## src/rtl/trojan_resp_checker_pkg.sv

```systemverilog
// Shared definitions for the trojan response checker:
// FSM state encoding, MISR polynomial/seed and a popcount helper.
package trojan_chk_pkg;

    typedef enum logic [1:0] {
        IDLE   = 2'd0,
        HOLD   = 2'd1,
        SAMPLE = 2'd2,
        DONE   = 2'd3
    } state_t;

    // x^16 + x^12 + x^5 + 1 (the x^16 term is implicit in the shift-out)
    localparam logic [15:0] MISR_POLY = 16'h1021;
    localparam logic [15:0] MISR_SEED = 16'hFFFF;

    // Number of set bits in a truth table of up to 2^8 entries
    function automatic int unsigned popcount(input logic [255:0] v);
        int unsigned n;
        n = 0;
        for (int unsigned i = 0; i < 256; i++) begin
            n += int'(v[i]);
        end
        return n;
    endfunction

endpackage

```

## src/rtl/trojan_resp_checker_misr16.sv

```systemverilog
// 16-bit multiple-input signature register used to compact DUT responses.
// Only instantiated when TROJAN_RESP_SIG_EN is defined.
module trojan_misr16
    import trojan_chk_pkg::*;
(
    input  logic        clk,
    input  logic        rst_n,
    input  logic        en,
    input  logic        clr,
    input  logic        din,
    output logic [15:0] sig
);

    // Seed on clear, otherwise shift left with polynomial feedback and fold in din
    always_ff @(posedge clk or negedge rst_n) begin
        if (!rst_n) begin
            sig <= '0;
        end else if (clr) begin
            sig <= MISR_SEED;
        end else if (en) begin
            sig <= {sig[14:0], 1'b0}
                 ^ (sig[15] ? MISR_POLY : 16'h0000)
                 ^ {15'h0000, din};
        end
    end

endmodule

```

## config.mk

```make
export PLATFORM = sky130hd
export DESIGN_NAME = trojan_misr16
export DESIGN_NICKNAME = d
export VERILOG_FILES = /design/src/rtl/trojan_resp_checker_pkg.sv /design/src/rtl/trojan_resp_checker_misr16.sv
export SDC_FILE = /design/constraint.sdc
export NUM_CORES = 1
export LEC_CHECK = 0
export BUFFER_PORTS_ARGS = -buffer_cell sky130_fd_sc_hd__buf_4
export CAP_MARGIN = 20
export CORE_ASPECT_RATIO = 1.5
export CORE_MARGIN = 5
export CORE_UTILIZATION = 35
export DETAILED_ROUTE_END_ITERATION = 12
export GPL_TIMING_DRIVEN = 0
export PLACE_DENSITY = 0.71
export SYNTH_ARGS = -nofsm -noshare
export SYNTH_HDL_FRONTEND = slang
export SYNTH_SLANG_ARGS = --single-unit
export TNS_END_PERCENT = 100
```

## constraint.sdc

```tcl
create_clock -name clk -period 0.99 [get_ports clk]
set_clock_uncertainty 0.15 [all_clocks]
set_input_delay 0.1485 -clock clk [delete_from_list [all_inputs] [get_ports clk]]
set_output_delay 0.1485 -clock clk [all_outputs]
set_load 0.005 [all_outputs]
```

==> results of run 1 <==
==> cell type report <==
| class | count | share of cell area [%] |
|---|---|---|
| Buffer | 5 | 3.404 |
| Clock buffer | 4 | 3.085 |
| Multi-Input combinational cell | 36 | 29.15 |
| Tap cell | 21 | 2.234 |
| Timing Repair Buffer | 33 | 27.98 |
| Sequential cell | 16 | 34.15 |
==> per-layer routing <==
metal | up-vias | wire [um] | global-route usage, %
met5 | - | 0 | 0
met4 | 0 | 21 | 4.270
met3 | 4 | 97 | 2.216
met2 | 19 | 973 | 22.59
met1 | 299 | 696 | 17.83
li1 | 274 | - | -
==> final timing paths <==
kind	end	slack [ns]	cells past startpoint
max	sig[15]	-0.17	1
min	sig[0]$_DFFE_PN0P_	-0.01	3
max reg2reg	sig[15]$_DFFE_PN0P_	-0.10	2
min reg2reg	sig[10]$_DFFE_PN0P_	0.40	1
max in group asynchronous	sig[15]$_DFFE_PN0P_	0.39	2
min in group asynchronous	sig[11]$_DFFE_PN0P_	0.10	2
==> synth_stat cells <==
cell type,instances
buf_6,2
nor3_1,3
buf_2,2
a21oi_1,3
buf_4,1
nor2b_1,14
a211o_1,13
dfrtp_1,16
xnor2_1,3
==> cell families after synthesis <==
logic type / count (synthesis) / synth area share (%)
flip-flops: 16 / 57.35
AND/OR/NAND/NOR: 17 / 14.69
XOR/XNOR: 3 / 3.764
AO/OA/AOI/OAI: 16 / 18.46
buffers and inverters: 5 / 5.735
==> where the power goes <==
group          total, mW  switching [mW]  internal (mW)
sequential         0.742          0.0456          0.697
combinational      0.363           0.132          0.232
clock              0.429           0.205          0.224
total               1.54           0.383           1.15
==> what timing repair did <==
action	CTS	global route
gates cloned	0	0
buffers inserted	13	0
endpoints found under the hold margin	17	1
gates resized for setup	24	17
setup endpoints to repair	31	32
pin swaps	3	2
==> stage by stage <==
stage / hold slack [ns] / area, um^2 / util, % / worst slack (ns) / setup TNS [ns]
CTS: -0.01819 / 1110 / 59.09 / -0.1668 / -3.115
global route: -0.02654 / 1176 / 62.62 / -0.2042 / -4.233
detailed placement: -0.1306 / 867.1 / 46.17 / -0.1169 / -1.154
floorplan: -0.2971 / 698.2 / - / -0.05903 / -0.07302
global placement: -0.1353 / 867.1 / 46.17 / -0.1057 / -0.9511
finish: -0.01089 / 1176 / 62.62 / -0.1717 / -3.130
==> reports/qor.yml, run 1 <==
instances_no_fill: 115
drive_above_1_share_pct: 59.57
cts_htree_levels: 1
regArea_um2: 401.6
worstPathRequired_ns: 0.69
cap_violations: 0
reg_top3: "sig (16)"
rr_startpoint: "sig[15]$_DFFE_PN0P_"
crit_path_max_fanout: 5
clock-sinks: 16
syn_inst: 57
dieArea_um2: 3006
synth_fp_nets: 62
clk_pin_slew_ns: 0.09
syn2layout_area_growth_pct: 68.46
cp-end-kind: "primary output"
synth_top_area_share_pct: 57.35
die_w_um: 46.47
power_density_nw_per_um2: 1305
viasPerCell: 5.183
clk_latency_ns: 0.28
slew-limit-headroom_pct: 76.99
crit_family: "flip-flops"
clock_path_buffers: 2
max_clock_freq_mhz: 860.8
power_mw: 1.535
multi_input_area_um2: 342.8
outcome: "complete, but fails checks"
cts_tree: "yes"
yosysUniqueCellTypes: 9
synthTopCellsByArea: "dfrtp_1, a211o_1, nor2b_1, xnor2_1, buf_6"
drt_wl_total_mm: 1.789
syn_area_um2: 698.2
start_kind: "flop"
regMostFlops: "sig"
critPathBufInv: 1
first_iter_violations: 5
ys_seq_elements: 16
crit_type: "flop to primary output"
vias: 596
ir_worst_vdd_mv: 1.110
worst_slew_pin_slew_ns: 0.3445
grt_pass1_wl_mm: 3.049
wl_per_cell_um: 15.56
fin_ws_ns: -0.1717
arrival_ns: 0.86
final_nets: 100
synth_top_cell_by_area: "dfrtp_1"
grt_usage_pct: 13.72
slew_violations: 0
fin_crit_sh_pct: 117.3
dp_hpwl_mm: 1.075
setup_viol: 32
insertedDiodeCount: 0
grt_pass1_vias: 649
crit_start: "sig[15]$_DFFE_PN0P_"
largest_reg_flops: 16
nFillCells: 148
crit_chain: "buf_6"
rows: 19
max_stage_delay_ns: 0.45
antenna_found_initial: 0
hp-start: "din"
holdWs_ns: -0.01089
gr-total-overflow: 0
grt_max_degree: 17
dp_cells: 97
fp.dieH_um: 64.70
p_leak_nw: 0.5281
violations: "hold timing, setup timing"
yosys_warnings: 0
core_um2: 1878
cts_buffers: 3
layout_commonest_cell: "buf_6"
ys_seq_area_share_pct: 57.35
initial_utilization_pct: 37.18
hold_buffers: 1
critical-path-slowest-cell: "dfrtp_2"
postRouteAntennaNets: 0
grt_setup_unrepaired: "yes"
port_buffers: 19
io_pins: 21
post-route-drc-count: 0
mostFrequentLayoutCells: "buf_6, dfrtp_1, a211o_1"
gp_congestion: 0.6880
hold_violations: 1
first_pass_iters: 4
finalCriticalPeriod_ns: 1.162
hp-class: "input port to flop"
syn_avg_cell_area_um2: 12.25
cts_root_buffer: "clkbuf_4"
Note: power is estimated with default switching activity, not from simulation.
==> inputs of run 2 (changes only) <==
==> constraint.sdc (replaced) <==
create_clock -name clk -period 1.02 [get_ports clk]
set_clock_uncertainty 0.15 [all_clocks]
set_input_delay 0.153 -clock clk [delete_from_list [all_inputs] [get_ports clk]]
set_output_delay 0.153 -clock clk [all_outputs]
set_load 0.005 [all_outputs]
==> run 2 against run 1 <==
Effect of this change: the run ends with setup timing left; global-route usage fell by 0.49 points; sequential power fell by 3.2%; sequential cell count did not move; critical path depth did not move; clock-buffer cell count did not move; total power fell by 2.6%; sequential share of layout area rose by 0.11 points; routed wire length fell by 2.5%.
==> reports/qor.yml, run 2 (synthesized netlist as in run 1, its figures left out) <==
post-route-drc-count: 0  # unchanged
fp.dieH_um: 64.70  # unchanged
finalCriticalPeriod_ns: 1.155
cts_tree: "yes"
hold_violations: 0  # -1
clock_path_buffers: 2  # unchanged
grt_pass1_wl_mm: 2.987  # -2.0%
fin_crit_sh_pct: 113.2
regMostFlops: "sig"
rows: 19  # unchanged
port_buffers: 19  # unchanged
ir_worst_vdd_mv: 1.073  # -3.3%
crit_chain: "buf_6"
first_pass_iters: 2  # -2
violations: "setup timing"
p_leak_nw: 0.5245  # -0.68%
cts_root_buffer: "clkbuf_4"
wl_per_cell_um: 15.17  # -2.5%
reg_top3: "sig (16)"
drt_wl_total_mm: 1.745  # -2.5%
dp_hpwl_mm: 1.075  # unchanged
cts_buffers: 3  # unchanged
crit_path_max_fanout: 2  # -3
insertedDiodeCount: 0  # unchanged
grt_usage_pct: 13.23  # -0.49 points
worstPathRequired_ns: 0.72  # +0.03 ns
gr-total-overflow: 0  # unchanged
pre_cts_ws_ns: -0.09141  # +0.02550 ns
crit_type: "flop to primary output"
cts_htree_levels: 1  # unchanged
largest_reg_flops: 16  # unchanged
grt_pass1_vias: 644  # -0.77%
grt_max_degree: 17  # unchanged
cap_violations: 0  # unchanged
grt_setup_unrepaired: "yes"
setup_viol: 30  # -6.3%
fin_ws_ns: -0.1348  # +0.03686 ns
clock-sinks: 16  # unchanged
nFillCells: 147  # -0.68%
viasPerCell: 5.148  # -0.67%
arrival_ns: 0.85  # about the same
critPathBufInv: 1  # unchanged
postRouteAntennaNets: 0  # unchanged
clk_latency_ns: 0.29  # about the same
dieArea_um2: 3006  # unchanged
slew-limit-headroom_pct: 79.10  # +2.1 points
first_iter_violations: 5  # unchanged
io_pins: 21  # unchanged
core_um2: 1878  # unchanged
slew_violations: 0  # unchanged
critical-path-slowest-cell: "dfrtp_1"
cp-end-kind: "primary output"
dp_cells: 97  # unchanged
fin_util_pct: 62.43  # -0.20 points
max_clock_freq_mhz: 865.9
power_density_nw_per_um2: 1276  # -2.3%
antenna_found_initial: 0  # unchanged
final_nets: 100  # unchanged
setup_tns_ns: -2.247  # +0.8828 ns
start_kind: "flop"
crit_family: "flip-flops"
worst_slew_pin_slew_ns: 0.3129  # -0.03159 ns
die_w_um: 46.47  # unchanged
initial_utilization_pct: 37.18  # unchanged
drive_above_1_share_pct: 57.45  # -2.1 points
layout_commonest_cell: "buf_6"
max_stage_delay_ns: 0.43  # -0.02 ns
gp_congestion: 0.6880  # unchanged
syn2layout_area_growth_pct: 67.92
outcome: "complete, but fails checks"
clk_pin_slew_ns: 0.10  # about the same
hp-class: "input port to flop"
vias: 592  # -0.67%
power_mw: 1.496  # -2.6%
instances_no_fill: 115  # unchanged
mostFrequentLayoutCells: "buf_6, dfrtp_1, a211o_1"
[run 2: cell types whose count changed in the layout (fill, tap and decap cells not counted)]
cell,change
buf_6,-1
dlygate4sd3_1,+1
nor2b_1,+1
nor2b_2,-1
[run 2: final timing paths]
path	startpoint	endpoint	slack (ns)	cells past startpoint
setup / recovery	sig[5]$_DFFE_PN0P_	sig[5]	-0.13	1
hold / removal	clr	sig[11]$_DFFE_PN0P_	0.04	2
setup reg to reg	sig[15]$_DFFE_PN0P_	sig[12]$_DFFE_PN0P_	-0.07	3
hold reg to reg	sig[2]$_DFFE_PN0P_	sig[3]$_DFFE_PN0P_	0.39	1
max in group asynchronous	rst_n	sig[15]$_DFFE_PN0P_	0.43	2
min in group asynchronous	rst_n	sig[10]$_DFFE_PN0P_	0.10	2
[run 2: through the flow]
stage               instance area, um^2  hold WS (ns)
floorplan                         698.2       -0.2926
CTS                                1101       0.01377
global route                       1172       0.06067
detailed placement                867.1       -0.1261
finish                             1172       0.04198
global placement                  867.1       -0.1308
[run 2: cell type report]
| class | instances | area, um^2 | share of cell area (%) |
|---|---|---|---|
| buffer | 5 | 40.04 | 3.415 |
| timing repair buffer | 33 | 327.8 | 27.96 |
| multi-input combinational | 36 | 340.3 | 29.03 |
| clock buffer | 4 | 36.28 | 3.095 |
| sequential | 16 | 401.6 | 34.26 |
| tap | 21 | 26.28 | 2.241 |
[run 2: power by group]
| part | internal [mW] | switching (mW) | total, mW |
|---|---|---|---|
| logic | 0.222 | 0.128 | 0.351 |
| registers | 0.676 | 0.0418 | 0.718 |
| clock network | 0.217 | 0.209 | 0.427 |
[run 2: routing by layer]
layer / routed length [um] / GRT usage [%] / share of wire (%) / vias to the layer above
li1: - / - / - / 272
met1: 701 / 17.31 / 40 / 298
met2: 923 / 21.55 / 53 / 17
met3: 91 / 2.216 / 5.2 / 5
met4: 28 / 4.270 / 1.6 / 0
met5: 0 / 0 / 0 / -
[run 2: timing repair]
action / CTS / global route
hold buffers: 2 / 0
endpoints found under the hold margin: 17 / 0
pin swaps: 3 / 3
gates cloned: 0 / 0
endpoints found under the setup margin: 23 / 32
gates resized for setup: 22 / 17
setup buffers: 12 / 0
